<file path="src/rtl/wb_dest_pipe.sv">
// Write-back destination select with a STAGES-deep {valid, dst} pipeline,
// stall/flush control and pending-write hazard reporting for source queries.
module wb_dest_pipe #(
  parameter int REG_W    = 5,
  parameter int STAGES   = 3,
  parameter int LINK_REG = 31
) (
  input  logic                         clk,
  input  logic                         rst_n,
  input  logic [1:0]                   RegDst,
  input  logic                         regWrite_in,
  input  logic [REG_W-1:0]             rt,
  input  logic [REG_W-1:0]             rd,
  input  logic                         stall,
  input  logic                         flush,
  input  logic [REG_W-1:0]             rs_q,
  input  logic [REG_W-1:0]             rt_q,
  output logic [REG_W-1:0]             writeReg,
  output logic                         regWrite,
  output logic                         hazard_rs,
  output logic                         hazard_rt,
  output logic [$clog2(STAGES+1)-1:0]  pend_count
);

  localparam int CNT_W = $clog2(STAGES+1);
  localparam logic [REG_W-1:0] LINK_DST = REG_W'(LINK_REG);
  localparam logic [REG_W-1:0] ZERO_DST = {REG_W{1'b0}};

  logic [REG_W-1:0] selDst_s;
  logic             selV_s;
  logic [STAGES-1:0] stageV_r;
  logic [REG_W-1:0]  stageDst_r [STAGES];
  logic              hazRs_s;
  logic              hazRt_s;
  logic [CNT_W-1:0]  pendCnt_s;

  // Destination mux; writes aimed at $0 never become valid.
  always_comb begin
    selDst_s = ZERO_DST;
    case (RegDst)
      2'd0:    selDst_s = rt;
      2'd1:    selDst_s = rd;
      2'd2:    selDst_s = LINK_DST;
      2'd3:    selDst_s = ZERO_DST;
      default: selDst_s = ZERO_DST;
    endcase
    selV_s = regWrite_in & (RegDst != 2'd3) & (selDst_s != ZERO_DST);
  end

  // Stage registers: flush beats stall; a stalled cycle drops the select inputs.
  always_ff @(posedge clk or negedge rst_n) begin
    if (!rst_n) begin
      stageV_r <= {STAGES{1'b0}};
      for (int i = 0; i < STAGES; i++) stageDst_r[i] <= ZERO_DST;
    end else if (flush) begin
      stageV_r <= {STAGES{1'b0}};
      for (int i = 0; i < STAGES; i++) stageDst_r[i] <= ZERO_DST;
    end else if (stall) begin
      stageV_r <= stageV_r;
      for (int i = 0; i < STAGES; i++) stageDst_r[i] <= stageDst_r[i];
    end else begin
      stageV_r[0]   <= selV_s;
      stageDst_r[0] <= selDst_s;
      for (int i = 1; i < STAGES; i++) begin
        stageV_r[i]   <= stageV_r[i-1];
        stageDst_r[i] <= stageDst_r[i-1];
      end
    end
  end

  // Hazards and occupancy look at every stage, including the one writing back.
  always_comb begin
    hazRs_s   = 1'b0;
    hazRt_s   = 1'b0;
    pendCnt_s = {CNT_W{1'b0}};
    for (int i = 0; i < STAGES; i++) begin
      if (stageV_r[i] && (stageDst_r[i] == rs_q) && (rs_q != ZERO_DST)) begin
        hazRs_s = 1'b1;
      end else begin
        hazRs_s = hazRs_s;
      end
      if (stageV_r[i] && (stageDst_r[i] == rt_q) && (rt_q != ZERO_DST)) begin
        hazRt_s = 1'b1;
      end else begin
        hazRt_s = hazRt_s;
      end
      pendCnt_s = pendCnt_s + CNT_W'(stageV_r[i]);
    end
  end

  assign writeReg   = stageDst_r[STAGES-1];
  assign regWrite   = stageV_r[STAGES-1];
  assign hazard_rs  = hazRs_s;
  assign hazard_rt  = hazRt_s;
  assign pend_count = pendCnt_s;

endmodule

</file>
<file path="config.mk">
export PLATFORM = sky130hd
export DESIGN_NAME = wb_dest_pipe
export DESIGN_NICKNAME = d
export VERILOG_FILES = /design/src/rtl/wb_dest_pipe.sv
export SDC_FILE = /design/constraint.sdc
export NUM_CORES = 1
export LEC_CHECK = 0
export ABC_AREA = 0
export ABC_CLOCK_PERIOD_IN_PS = 1650
export BUFFER_PORTS_ARGS = -buffer_cell sky130_fd_sc_hd__buf_2
export CAP_MARGIN = 20
export CORE_UTILIZATION = 51
export CTS_CLUSTER_DIAMETER = 50
export DETAILED_ROUTE_END_ITERATION = 12
export PLACE_DENSITY = 0.79
export SYNTH_ARGS = -nofsm -noshare
export SYNTH_HDL_FRONTEND = slang
export SYNTH_SLANG_ARGS = --single-unit
</file>
<file path="constraint.sdc">
create_clock -name clk -period 1.65 [get_ports clk]
set_input_delay 0.165 -clock clk [delete_from_list [all_inputs] [get_ports clk]]
set_output_delay 0.165 -clock clk [all_outputs]
set_load 0.01 [all_outputs]
</file>
Yosys cells after proc, flatten, opt, wreduce, memory -nomap -nowiden
Cells that the tools add are included.
- $add $sub $neg: 2
- equality and inequality tests: 11
- mux-type cells: 11
- bitwise logic cells: 2
- reductions and logical operators: 16
- operator list (kind ; count):
    $eq 5x5->1 ; 6
    $mux 15 ; 2
    $pmux 5 s4 ; 1
    $reduce_bool 5->1 ; 3
    $logic_and 1x1->1 ; 12
    $mux 1 ; 6
    $mux 3 ; 2
    $eq 2x2->1 const B ; 2
    $add 1x1->2 ; 1
    $add 2x1->2 ; 1
    $and 1x1->1 ; 2
    $eq 2x1->1 const B ; 1
    $logic_not 2->1 ; 1
    $ne 2x1->1 const B ; 1
    $ne 2x2->1 const B ; 1
- bits in registers: 18
- input port bits: 27
- output and inout bits: 10
- logic and storage cells: 46

Depth between registers and ports, before layout
Gate-level depths: netlist (run 1).
- depth in word-level cells: 6
- gate-level depth with buffers: 5
- gate-level depth less buffers: 4

Worst setup path before layout (run 1)
No wires, ideal clock.
- kind: flip-flop to output port
- start: reg stageDst_r[10] (netlist bit)
- end: out hazard_rs
- arrival: 1160 ps
- required time: 1485 ps
- slack: 325 ps
- cell stages (with the launch flop): 5
- path buffers: 0
- cell sequence: dfrtp_1 xor2_1 nor4_1 a32oi_1 a21oi_1
- word-level cells in the longest chain between the ends: 6
- ends and longest elaborated chain (item ; RTL line ; source):
    start: declaration ; 32 ; logic [REG_W-1:0] stageDst_r [STAGES];
    start signal: indexed assignment ; 66 ; stageDst_r[i] <= stageDst_r[i-1];
    $eq 5x5->1 ; 77 ; if (stageV_r[i] && (stageDst_r[i] == rs_q) && (rs_q != ZERO_DST)) begin
    $logic_and 1x1->1 (2 in a row) ; 77 ;
    $mux 1 (3 in a row) ; 77 ;
    end: declaration ; 20 ; output logic hazard_rs,
No other way between the ends.

Worst setup path in the final report (run 1)
Ends and elaborated chain as after synthesis.

==> results of run 1 <==
[registers in the layout, indices dropped and copies added (netlist names)]
| signal | count |
|---|---|
| writeReg | 5 |
| stageDst_r | 10 |
| stageV_r | 3 |
[layer usage]
layer  vias to the layer above  GRT usage [%]
met1                       503           26.9
met3                         6           3.87
li1                        514              -
met2                        41           42.0
met4                         0           13.5
met5                         -              0
[cell usage in the layout, fill, tap and decap left out]
master,netlist,layout
or4_1,2,2
clkbuf_8,0,1
inv_2,1,1
o2bb2ai_1,4,4
dfrtp_1,18,11
nand3_1,2,2
dfrtp_2,0,7
dlygate4sd3_1,0,1
xnor2_1,6,6
a32oi_1,2,2
xor2_1,24,24
nor4_2,0,5
nor4_1,7,2
and3_1,1,1
a211oi_1,1,1
nand2_1,2,2
nor2b_4,1,1
and2_1,2,2
clkbuf_4,0,3
buf_4,5,5
mux2i_1,16,16
a21oi_1,4,4
fa_1,1,1
buf_2,2,36
a311oi_1,1,1
nor2_1,25,25
[cells by family after synthesis]
| kind of cell | after synthesis | share of synthesized area, % |
|---|---|---|
| buffers and inverters | 10 | 4.73 |
| multiplexers | 16 | 12.9 |
| AO/OA/AOI/OAI | 12 | 7.14 |
| AND/OR/NAND/NOR | 42 | 16.3 |
| XOR/XNOR | 30 | 21.1 |
| flip-flops | 18 | 36.2 |
| adder cells (fa/ha/maj) | 1 | 1.61 |
[layout make-up]
cell class | instances | area (sq um) | area share [%]
repair buffers | 42 | 228 | 14.9
inverters | 1 | 3.75 | 0.246
clock buffers | 4 | 36.3 | 2.38
flip-flops and latches | 18 | 459 | 30.1
well taps | 28 | 35.0 | 2.29
multi-input cells | 101 | 766 | 50.1
[power by group through the flow]
stage / Combinational (uW) / Sequential, uW / Clock, uW
after floorplan: 117 / 485 / 0
after global placement: 187 / 490 / 0
after global routing: 241 / 485 / 294
after detailed placement: 195 / 492 / 0
final: 219 / 483 / 264
after CTS: 208 / 480 / 275
[metrics by stage]
stage | cells | hold slack, ps | power, uW
final | 194 | 220 | 966
after global routing | 194 | 229 | 1020
after CTS | 192 | 205 | 963
after detailed placement | 185 | 113 | 687
after global placement | 185 | 104 | 677
after floorplan | 129 | -131 | 602
[repair_timing]
| action | 4_1_cts | 5_1_grt |
|---|---|---|
| setup endpoints to repair | 2 | 3 |
| setup buffers | 2 | 2 |
| hold buffers | 1 | 0 |
| resized for setup | 1 | 11 |
| pin swaps | 4 | 7 |
| hold endpoints to repair | 18 | 0 |
[path summary, 6_finish.rpt]
| check | endpoint | from | cells past startpoint |
|---|---|---|---|
| max in group asynchronous | stageDst_r[14] | rst_n | 2 |
| worst max-delay path | hazard_rs | stageDst_r[10] | 5 |
| min in group asynchronous | stageV_r[0] | rst_n | 2 |
| worst min register to register | writeReg[3] | stageDst_r[8] | 2 |
| worst max register to register | stageV_r[0] | stageV_r[0] | 2 |
| worst min-delay path | stageDst_r[11] | stall | 4 |
[tightest hold or removal path, cell delays in order]
cell	delay, ps
buf_2	90
inv_2	70
nor2_1	90
a211oi_1	50
==> impl_results.md, run 1 <==
* Vias in the first global route at 1,025
* Count leader, synth: nor2_1
* Power Dens Cells at approximately 630 mW/mm^2
* Syn_nets at 157
* Fin. Hold Viols at 0
* Final ANT Viol Nets at 0
* Crit path capture type: primary output
* Synth Register Bits at 18
* Largest area contributor in the netlist: dfrtp_1
* Crit path time final at 1790 ps
* Die Width at roughly 51 microns
* Slowest stage delay, CP at approximately 400 ps
* Max-cap viol count at 0
* Synthesized area per cell at between 9 and 10 sq um
* # fillers at approximately 180
* CTS Root Cell: clkbuf_4
* Die footprint at 0.00264 sq mm
* Share of the synthesized area in the top cell type at around 36%
* Yosys warning count at 0
* Largest net degree at the start of global routing at 19
* Core area at ~0.0023 sq mm
* Post-DP HPWL at ~2200 microns
* Post-synth EDFFs at 0
* Pre-antenna DRT Iters at 4
* Remaining DRCs at 0
* Worst Path Max Fanout at 2
* CP Buf/Inv Count at 1
* Crit path required time at ~1500 ps
* Synthesized netlist cell count at 129
* Register share of total power at between 50% and 60%
* Met2 WL at about 1400 microns
* Clock Power Share at between 20% and 30%
* Num CTS Buffers at 3
* Fmax at between 500 and 600 MHz
* Final setup margin at -144 ps
* GRT Total Usage at about a quarter
* Switching power at ~270 uW
* Final setup TNS at -252 ps
* Synth cell types at 23
* Setup violators final at 2
* DR top layer: met4
* Failing checks: setup timing
* Worst VDD drop at about 0.42 mV
* Slowest CP cell: dfrtp_1
* CP Launch Type: register
* Final GP Congestion at 0.984
* Top FF cell, synth: dfrtp_1
* Post-layout util at ~68%
* Worst-margin pin slew at 401 ps
* Post-route cell area at between 0.0015 and 0.002 sq mm
* N_diodes at 0
* CTS H-Tree Depth at 1
* Layout Nets at roughly 200
* Post-Syn Area at between 0.001 and 0.0015 sq mm
* Run status: finished, violations left
* Clock skew at roughly 3.8 ps
* Grt total ovfl at 0
* Initial DRC count at 12
* Arrival time at the worst endpoint at about 1600 ps
* Met3 wire length at roughly 130 microns
* Int Pwr at around 690 uW
* Area of placed instances at ~0.0014 sq mm
* Total Wirelength at between 2000 and 3000 microns
* Row count at 17
* Reg clk slew, reported paths at roughly 100 ps
* I/O pin count at 37
* IO buf count at 36
* Initial Util at approximately 55%
* TritonCTS clock tree: built
* CTS sink cnt at 18
* Slew headroom at between 70% and 80%
* Reg2Reg Setup Slack at 740 ps
* Max clock buf depth at 2
* Area contributors post-synth: dfrtp_1 (36%), xor2_1 (17%), mux2i_1 (13%)
* Final Max Tran Viols at 0
* Sequential share of the synthesized area at between 30 and 40%
* Hold Crit Class: input port to register
* Delay-heaviest family, CP: flip-flops
* Pre-CTS setup slack at between 80 and 90 ps
* Worst-skew pair later-pin latency at around 290 ps
* Comb pwr share at a little under a quarter
* Share of layout cells above drive strength 1 at 35.5%
* Most frequent cells after synthesis: nor2_1 (25), xor2_1 (24), dfrtp_1 (18)
* First-pass GRT wire length at approximately 4500 microns
* Sw Ratio at roughly 28%
* Setup CP Type: register to primary output
* Initial antenna violation count at 0
* RSZ-0062 raised after global routing: true
* Mean routed wirelength per cell at around 15 microns
* Fin crit share at 109%
* Vias per cell at 5.48
* Area grow syn2layout at 22.8%
* WL met1 at roughly 1200 microns
* DR vias at about 1,100
* LEAKAGE at just under 0.0008 uW
* Worst path cell trace: xor2_1 > nor4_2 > a32oi_1 > a21oi_1 > buf_2
* Async S/R FF share, synth at between 90% and 100%
* DIE HEIGHT at 51.4 microns
(Power assumes the default switching activity.)
==> run 2, diff against run 1 <==
--- a/config.mk
+++ b/config.mk
@@ -16,3 +16,4 @@
 export SYNTH_ARGS = -nofsm -noshare
 export SYNTH_HDL_FRONTEND = slang
 export SYNTH_SLANG_ARGS = --single-unit
+export TNS_END_PERCENT = 5
==> run 2 against run 1 <==
  * The run still ends with setup timing left
  * Wire length shrank 0.32%
  * Global-route usage unchanged
  * Utilization stayed put
  * First-iteration DRC count grew 17%
  * Largest power group unchanged
  * Combinational power is essentially flat
  * Non-clock buffer count unchanged
  * Sequential share of layout area unchanged
  * Die area did not move
  * Clock-buffer cell count unchanged
==> impl_results.md, run 2 (synthesized netlist as in run 1, its figures left out) <==
* Run status: finished, violations left
* Failing checks: setup timing
* Num CTS Buffers at 3
* Post-DP HPWL at around 2200 microns
* Routing usage on met3 at between 3 and 4%
* RSZ-0062 raised after global routing: true
* Total chip power at between 900 and 1000 uW
* Worst VDD drop at 0.420 mV
* First-pass GRT wire length at 4470 microns
* Crit path capture type: primary output
* Post-layout util at about two thirds
* Fmax at about 560 MHz
* GRT Total Usage at approximately a quarter
* N_diodes at 0
* CP Buf/Inv Count at 1
* Share of layout cells above drive strength 1 at a little over a third
* Crit path required time at 1480 ps
* Slowest CP cell: dfrtp_1
* Initial DRC count at 14
* Fin crit share at 109%
* CTS sink cnt at 18
* Final ANT Viol Nets at 0
* Most common cell after layout, fill and taps aside: buf_2
* Reg clk slew, reported paths at ~100 ps
* Setup violators final at 2
* Mean routed wirelength per cell at approximately 15 microns
* Met1 Usage GRT at roughly 27%
* Slowest stage delay, CP at 400 ps
* Arrival time at the worst endpoint at roughly 1600 ps
* Largest register by flop count: stageDst_r
* Pre-antenna DRT Iters at 4
* Post-Layout Cell Count at between 150 and 200
* Clock skew at 3.90 ps
* Placed cell count at 185
* Delay-heaviest family, CP: flip-flops
* Row count at 17
* Pre-CTS setup slack at approximately 88 ps
* Max clock buf depth at 2
* CTS Root Cell: clkbuf_4
* Vias per cell at 5.52
* Final setup TNS at -259 ps
* Final GP Congestion at roughly 0.98
* Crit path time final at 1790 ps
* CTS H-Tree Depth at 1
* Worst-skew pair later-pin latency at 290 ps
* Final setup margin at -144 ps
* Most frequent cells in the layout: buf_2 (36), nor2_1 (25), xor2_1 (24)
* Initial antenna violation count at 0
* Remaining DRCs at 0
* Slew headroom at around 73%
* Fin. Hold Viols at 0
* Final Max Tran Viols at 0
* DIE HEIGHT at 51.4 microns
* Setup CP Type: register to primary output
* Die footprint at approximately 0.0026 sq mm
* Worst Path Max Fanout at 2
* Met2 Use GR at approximately two fifths
* TritonCTS clock tree: built
* Cells on Worst Hold Path at 4
* Hold Crit Class: input port to register
* Largest net degree at the start of global routing at 19
* Layout Nets at around 200
* CP Launch Type: register
* GR peak layer: met2
* Worst path cell trace: xor2_1 > nor4_2 > a32oi_1 > a21oi_1 > buf_2
* IO buf count at 36
* I/O pin count at 37
* Max reg flops at 10
* LEAKAGE at slightly below 0.0008 uW
* Max-cap viol count at 0
* Total Wirelength at approximately 2800 microns
* Core area at between 0.002 and 0.0025 sq mm
* Grt total ovfl at 0
* Critical path depth at 5
* Worst-margin pin slew at between 400 and 500 ps
* Power Dens Cells at between 600 and 700 mW/mm^2
* Worst r2r path cells at 2
* Die Width at between 50 and 60 microns
* DR vias at 1,070
* Vias in the first global route at 1,025
* Initial Util at 55.2%
* Area grow syn2layout at 22.8%
## run 2: cell counts in the layout (fill, tap and decap cells not counted)
No cell type changed its count.
## run 2: per-layer routing
metal	part of all wire, %	wire length [microns]
met3	4.9	138
met5	0	0
met4	2.8	79
met2	50	1430
met1	42	1200
## run 2: area by class of cell
class                      count  area [sq um]
sequential                    18           459
tap                           28          35.0
inverter                       1          3.75
fill                         184           727
timing repair buffer          42           228
multi-input combinational    101           766
clock buffer                   4          36.3
## run 2: tightest hold or removal path, delay by kind of cell
kind	cells	cell delay, ps
compound gates	1	50
buf+inv	2	160
simple gates	1	90
## run 2: through the flow
step | instance area (sq um) | hold slack, ps
4_1_cts | 1480 | 205
6_report | 1530 | 220
3_5_place_dp | 1410 | 113
5_1_grt | 1530 | 229
3_3_place_gp | 1410 | 104
2_1_floorplan | 1240 | -131
## run 2: where the power goes
part           leakage, uW  switching (uW)  internal (uW)
combinational     0.000539             120           99.4
clock            0.0000210             130            134
sequential        0.000235            24.1            459
total             0.000795             273            692
## run 2: timing repair
item                                    CTS  global route
hold buffers                              1             0
setup buffers                             2             2
endpoints found under the hold margin    18             0
endpoints found under the setup margin    2             3
gates cloned                              0             0
resized for setup                         1            11
pin swaps                                 4             5
## run 2: final timing paths
check,startpoint,end,slack (ps)
max in group asynchronous,rst_n,stageDst_r[14],1010
min in group asynchronous,rst_n,stageV_r[0],330
max reg2reg,stageV_r[0],stageV_r[0],750
min reg2reg,stageDst_r[8],writeReg[3],610
min,stall,stageDst_r[11],220
max,stageDst_r[10],hazard_rs,-140
